File: config.mk
export PLATFORM = sky130hd
export DESIGN_NAME = cs_microsequencer
export DESIGN_NICKNAME = d
export VERILOG_FILES = /design/src/rtl/cs_useq_pkg.sv /design/src/rtl/cs_return_stack.sv /design/src/rtl/cs_microsequencer.sv
export SDC_FILE = /design/constraint.sdc
export NUM_CORES = 1
export LEC_CHECK = 0
export BUFFER_PORTS_ARGS = -buffer_cell sky130_fd_sc_hd__buf_2
export CAP_MARGIN = 10
export CORE_ASPECT_RATIO = 1.1
export CORE_MARGIN = 4
export CORE_UTILIZATION = 46
export DETAILED_ROUTE_END_ITERATION = 10
export GPL_TIMING_DRIVEN = 0
export PLACE_DENSITY_LB_ADDON = 0.25
export SYNTH_ARGS = -nofsm -noshare
export SYNTH_HDL_FRONTEND = slang
export SYNTH_SLANG_ARGS = --single-unit
File: constraint.sdc
create_clock -name CS_uSequencer_CLOCK_50 -period 2.2 [get_ports CS_uSequencer_CLOCK_50]
set_input_delay 0.11 -clock CS_uSequencer_CLOCK_50 [delete_from_list [all_inputs] [get_ports CS_uSequencer_CLOCK_50]]
set_output_delay 0.11 -clock CS_uSequencer_CLOCK_50 [all_outputs]
set_load 0.02 [all_outputs]
File: src/rtl/cs_useq_pkg.sv
// Shared constants for the control-store microsequencer: branch codes,
// address-multiplexer selections and ALU flag positions.
package cs_useq_pkg;

    localparam logic [2:0] BR_NEXT   = 3'b000;
    localparam logic [2:0] BR_JUMP   = 3'b001;
    localparam logic [2:0] BR_CJUMP  = 3'b010;
    localparam logic [2:0] BR_DECODE = 3'b011;
    localparam logic [2:0] BR_CALL   = 3'b100;
    localparam logic [2:0] BR_RETURN = 3'b101;

    localparam logic [1:0] SEL_NEXT   = 2'b00;
    localparam logic [1:0] SEL_JUMP   = 2'b01;
    localparam logic [1:0] SEL_DECODE = 2'b10;

    localparam int FLAG_Z = 0;
    localparam int FLAG_N = 1;
    localparam int FLAG_C = 2;
    localparam int FLAG_V = 3;

    function automatic logic cond_met(input logic [3:0] flags,
                                      input logic [1:0] cond_sel,
                                      input logic       cond_pol);
        return flags[cond_sel] == cond_pol;
    endfunction

endpackage

File: src/rtl/cs_return_stack.sv
// Return-address LIFO; top is combinational, push/pop take effect at the edge.
// Push when full and pop when empty are ignored; the caller flags them.
module cs_return_stack #(
    parameter int DEPTH = 4,
    parameter int WIDTH = 11
) (
    input  logic             clk,
    input  logic             rst_n,
    input  logic             push,
    input  logic             pop,
    input  logic [WIDTH-1:0] push_dat,
    output logic [WIDTH-1:0] top_dat,
    output logic             full,
    output logic             empty
);

    localparam int AW = (DEPTH > 1) ? $clog2(DEPTH) : 1;

    // One extra pointer bit so that full and empty are distinct states.
    logic [AW:0]      ptr;
    logic [AW-1:0]    top_idx;
    logic [WIDTH-1:0] mem [DEPTH];

    assign full    = (ptr == (AW+1)'(DEPTH));
    assign empty   = (ptr == '0);
    assign top_idx = ptr[AW-1:0] - AW'(1);
    assign top_dat = mem[top_idx];

    always_ff @(posedge clk or negedge rst_n) begin
        if (!rst_n) begin
            ptr <= '0;
        end else if (push && !full) begin
            ptr <= ptr + (AW+1)'(1);
        end else if (pop && !empty) begin
            ptr <= ptr - (AW+1)'(1);
        end
    end

    always_ff @(posedge clk) begin
        if (push && !full) begin
            mem[ptr[AW-1:0]] <= push_dat;
        end
    end

endmodule

File: src/rtl/cs_microsequencer.sv
// Micro-PC register, branch decode and return stack feeding the control-store mux.
// Mux controls are combinational in-cycle; Stall_IN freezes uPC, stack and flags.
module cs_microsequencer
    import cs_useq_pkg::*;
#(
    parameter int DIRECTION_BUS_WIDTH = 11,
    parameter int DECODE_BUS_WIDTH    = 8,
    parameter int STACK_DEPTH         = 4
) (
    input  logic                           CS_uSequencer_CLOCK_50,
    input  logic                           CS_uSequencer_RESET_InLow,
    input  logic                           CS_uSequencer_Stall_IN,
    input  logic [2:0]                     CS_uSequencer_Branch_IN,
    input  logic [1:0]                     CS_uSequencer_CondSel_IN,
    input  logic                           CS_uSequencer_CondPol_IN,
    input  logic [3:0]                     CS_uSequencer_Flags_IN,
    input  logic [DIRECTION_BUS_WIDTH-1:0] CS_uSequencer_JumpAddr_IN,
    input  logic [DECODE_BUS_WIDTH-1:0]    CS_uSequencer_Opcode_IN,
    input  logic [DIRECTION_BUS_WIDTH-1:0] CS_uSequencer_Address_IN,
    output logic [DIRECTION_BUS_WIDTH-1:0] CS_uSequencer_uPC_OUT,
    output logic [DIRECTION_BUS_WIDTH-1:0] CS_uSequencer_Next_OUT,
    output logic [DIRECTION_BUS_WIDTH-1:0] CS_uSequencer_Jump_OUT,
    output logic [DECODE_BUS_WIDTH-1:0]    CS_uSequencer_Decode_OUT,
    output logic [1:0]                     CS_uSequencer_Selection_OUT,
    output logic                           CS_uSequencer_Overflow_OUT,
    output logic                           CS_uSequencer_Underflow_OUT
);

    localparam int W = DIRECTION_BUS_WIDTH;

    logic         clk;
    logic         rst_n;
    logic         stall;
    logic [W-1:0] upc;
    logic [W-1:0] upc_inc;
    logic [W-1:0] stack_top;
    logic         stack_full;
    logic         stack_empty;
    logic [1:0]   sel;
    logic [W-1:0] jump;
    logic         call_req;
    logic         ret_req;
    logic         push;
    logic         pop;
    logic         overflow;
    logic         underflow;

    assign clk     = CS_uSequencer_CLOCK_50;
    assign rst_n   = CS_uSequencer_RESET_InLow;
    assign stall   = CS_uSequencer_Stall_IN;
    assign upc_inc = upc + W'(1);

    always_comb begin
        sel      = SEL_NEXT;
        jump     = CS_uSequencer_JumpAddr_IN;
        call_req = 1'b0;
        ret_req  = 1'b0;
        case (CS_uSequencer_Branch_IN)
            BR_JUMP:   sel = SEL_JUMP;
            BR_CJUMP: begin
                if (cond_met(CS_uSequencer_Flags_IN, CS_uSequencer_CondSel_IN,
                             CS_uSequencer_CondPol_IN)) begin
                    sel = SEL_JUMP;
                end
            end
            BR_DECODE: sel = SEL_DECODE;
            BR_CALL: begin
                sel      = SEL_JUMP;
                call_req = 1'b1;
            end
            BR_RETURN: begin
                ret_req = 1'b1;
                // An empty stack falls through to the next address.
                if (!stack_empty) begin
                    sel  = SEL_JUMP;
                    jump = stack_top;
                end
            end
            default:   sel = SEL_NEXT;
        endcase
    end

    assign push = call_req && !stack_full  && !stall;
    assign pop  = ret_req  && !stack_empty && !stall;

    cs_return_stack #(
        .DEPTH (STACK_DEPTH),
        .WIDTH (W)
    ) u_stack (
        .clk      (clk),
        .rst_n    (rst_n),
        .push     (push),
        .pop      (pop),
        .push_dat (upc_inc),
        .top_dat  (stack_top),
        .full     (stack_full),
        .empty    (stack_empty)
    );

    always_ff @(posedge clk or negedge rst_n) begin
        if (!rst_n) begin
            upc       <= '0;
            overflow  <= 1'b0;
            underflow <= 1'b0;
        end else if (!stall) begin
            upc <= CS_uSequencer_Address_IN;
            if (call_req && stack_full) begin
                overflow <= 1'b1;
            end
            if (ret_req && stack_empty) begin
                underflow <= 1'b1;
            end
        end
    end

    assign CS_uSequencer_uPC_OUT       = upc;
    assign CS_uSequencer_Next_OUT      = upc_inc;
    assign CS_uSequencer_Jump_OUT      = jump;
    assign CS_uSequencer_Decode_OUT    = CS_uSequencer_Opcode_IN;
    assign CS_uSequencer_Selection_OUT = rst_n ? sel : SEL_NEXT;
    assign CS_uSequencer_Overflow_OUT  = overflow;
    assign CS_uSequencer_Underflow_OUT = underflow;

endmodule

==> metrics.yaml <==
fmax_mhz: 470
regToRegSetupSlack_ns: 0.28
netlist_area_um2: 2880
hold_path_depth: 2
rsz0062_at_grt: "no"
critPathBufInv: 4
synthCells: 177
syn_avg_cell_area_um2: 16.3
critical_path.most_common_cell: "buf_6"
critical_path.top_delay_family: "buffers and inverters"
cts_max_path_buffers: 2
ys.flop_type: "edfxtp_1"
worstSetupEndpointType: "primary output"
synthTopCellsByArea: "edfxtp_1 (46%), dfrtp_1 (14%), mux2_2 (9.0%)"
yosys.area_share.simple: 0.0731
dp.cells: 332
fp.dieH_um: 90.9
leakagePower_nw: 1.54
antenna_found_initial: 0
overflow: 0
fin_skew_ns: 0.00529
crit_path_start_kind: "flip-flop"
crit_arrival_ns: 2.02
p_per_area_nw_per_um2: 959
hold_class: "in2reg"
syn_nets: 226
crit_required_ns: 2.09
reg2reg_depth: 9
synthAdderAreaFrac: 0.0261
drt_first_pass_iters: 4
tightest_slew_ns: 0.632
status: "completed"
hold_violations: 0
vias: 1883
synth_async_sr_flop_share: 0.267
multi_input_area_um2: 1070
area_growth_pct: 32.4
cts_max_level: 3
die_area_um2: 7580
synth_mux_area_frac: 0.193
cts_num_sinks: 60
gp_congestion: 0.719
synth-compound-area-share: 0.0278
period_share: 0.967
vias_per_cell: 5.14
synth_edf_count: 44
synth_commonest_cells: "edfxtp_1 (44), mux2_2 (23), dfrtp_1 (16), buf_4 (8)"
setup_viol: 0
core-area_um2: 5910
nFillCells: 437
cts_tree: "yes"
synth_seq_cells: 60
fin_crit_ns: 2.13
cp_cell_sequence: "buf_12, inv_4, ha_4, nor2b_4, nor2_4, buf_6, mux2_2, buf_6"
clock_latency_ns: 0.32
n_antenna_cell: 0
design_area_um2: 3810
drive_gt1_frac: 0.536
grt_max_degree: 19
place_area_um2: 3360
maxSlewViolCount: 0
yosysTopAreaCellShare: 0.459
hpwl_um: 3970
drtIter0Drc: 66
max_cap_viol_count: 0
max_stage_delay_ns: 0.39
path_clk_slew_ns: 0.06
initial_core_util: 0.486
synth_top_family_by_area: "multiplexers"
rows: 29
routed_wl_um: 5860
numPortBuffers: 78
boundaryPins: 88
fin_util: 0.644
ys_warn_count: 0
max_slew_margin: 0.578
ant_nets: 0
cts_buffers: 9
seq_area_um2: 1720
setup_tns_ns: 0
crit_fanout: 6
post-route-drc-count: 0
cp_slowest_cell: "dfrtp_2"
nNetsFinal: 333
post_synth_xor_area_fraction: 0.0396
wl_per_cell_um: 16.0
yosysMostFrequentCell: "edfxtp_1"
cts_root_buffer: "clkbuf_8"
vdd_drop_max_uv: 551
crit_type: "reg2out"
grt_usage: 0.160
die_w_um: 83.4
grt_pass1_vias: 2005
grt_pass1_wl_um: 9460
seq_area_frac_synth: 0.599
netlist-cell-type-count: 37
worst-path-stages: 8
yosysTopAreaCell: "edfxtp_1"
fin_cells: 366
whs_ns: 0.0629
flip-flops by register name (all words and copies together) (netlist names):
register                     flops
u_stack.mem                     44
CS_uSequencer_uPC_OUT           11
u_stack.ptr                      3
CS_uSequencer_Overflow_OUT       1
CS_uSequencer_Underflow_OUT      1
power by group:
group | switching, W | internal [W]
combinational | 0.000625 | 0.000658
sequential | 0.0000597 | 0.00132
clock | 0.000406 | 0.000581
total | 0.00109 | 0.00256
cells by family after synthesis:
| family | count (synthesis) |
|---|---|
| AO/OA/AOI/OAI | 9 |
| flip-flops | 60 |
| adder cells (fa/ha/maj) | 6 |
| multiplexers | 35 |
| XOR/XNOR | 13 |
| buffers and inverters | 19 |
| AND/OR/NAND/NOR | 35 |
worst paths after layout:
| check | from | endpoint |
|---|---|---|
| hold / removal | CS_uSequencer_Branch_IN[0] | CS_uSequencer_Underflow_OUT |
| hold reg to reg | CS_uSequencer_Underflow_OUT | CS_uSequencer_Underflow_OUT |
| setup reg to reg | u_stack.ptr[0] | u_stack.ptr[2] |
| max in group asynchronous | CS_uSequencer_RESET_InLow | u_stack.ptr[1] |
| min in group asynchronous | CS_uSequencer_RESET_InLow | u_stack.ptr[0] |
| setup / recovery | u_stack.ptr[0] | CS_uSequencer_Jump_OUT[9] |
cells in the final DEF (no fill, tap or decap), types with 5 or more instances in the layout:
cell type,Yosys,routed
xor2_1,7,6
xnor2_1,6,6
dlygate4sd3_1,0,12
clkbuf_8,0,11
mux4_1,7,6
buf_2,3,77
dfrtp_1,16,14
mux4_2,5,6
ha_1,6,5
mux2_2,23,23
edfxtp_1,44,44
buf_6,2,6
nor2_1,7,5
buf_4,8,14
nand3_1,5,5
cell type report:
| cell class | count | area share |
|---|---|---|
| plain buffers | 13 | 0.0296 |
| clock buffers | 12 | 0.0407 |
| clock inverters | 4 | 0.0125 |
| inverters | 5 | 0.00558 |
| multi-input cells | 98 | 0.280 |
| flip-flops and latches | 60 | 0.453 |
| well taps | 77 | 0.0253 |
| repair buffers | 97 | 0.154 |
per-layer routing:
metal	wire length, um	share of wire	vias up	global-route usage
met5	0	0	-	0
met4	88	0.015	0	0.0736
met3	551	0.094	8	0.0416
met2	2910	0.50	90	0.282
met1	2300	0.39	889	0.182
li1	-	-	896	-
through the flow:
step,worst slack (ns),power (W)
6_report,0.0725,0.00365
5_1_grt,0.00157,0.00383
4_1_cts,0.0201,0.00366
3_5_place_dp,-0.410,0.00251
3_3_place_gp,-0.337,0.00249
2_1_floorplan,0.124,0.00220
repair_timing:
action | CTS | global route
setup endpoints to repair | 57 | 16
setup buffers | 4 | 2
hold buffers | 12 | 0
cloned | 1 | 0
resized for setup | 17 | 10
endpoints found under the hold margin | 27 | 0
pin swaps | 1 | 2
No activity file was read; power rests on OpenSTA's default activity.
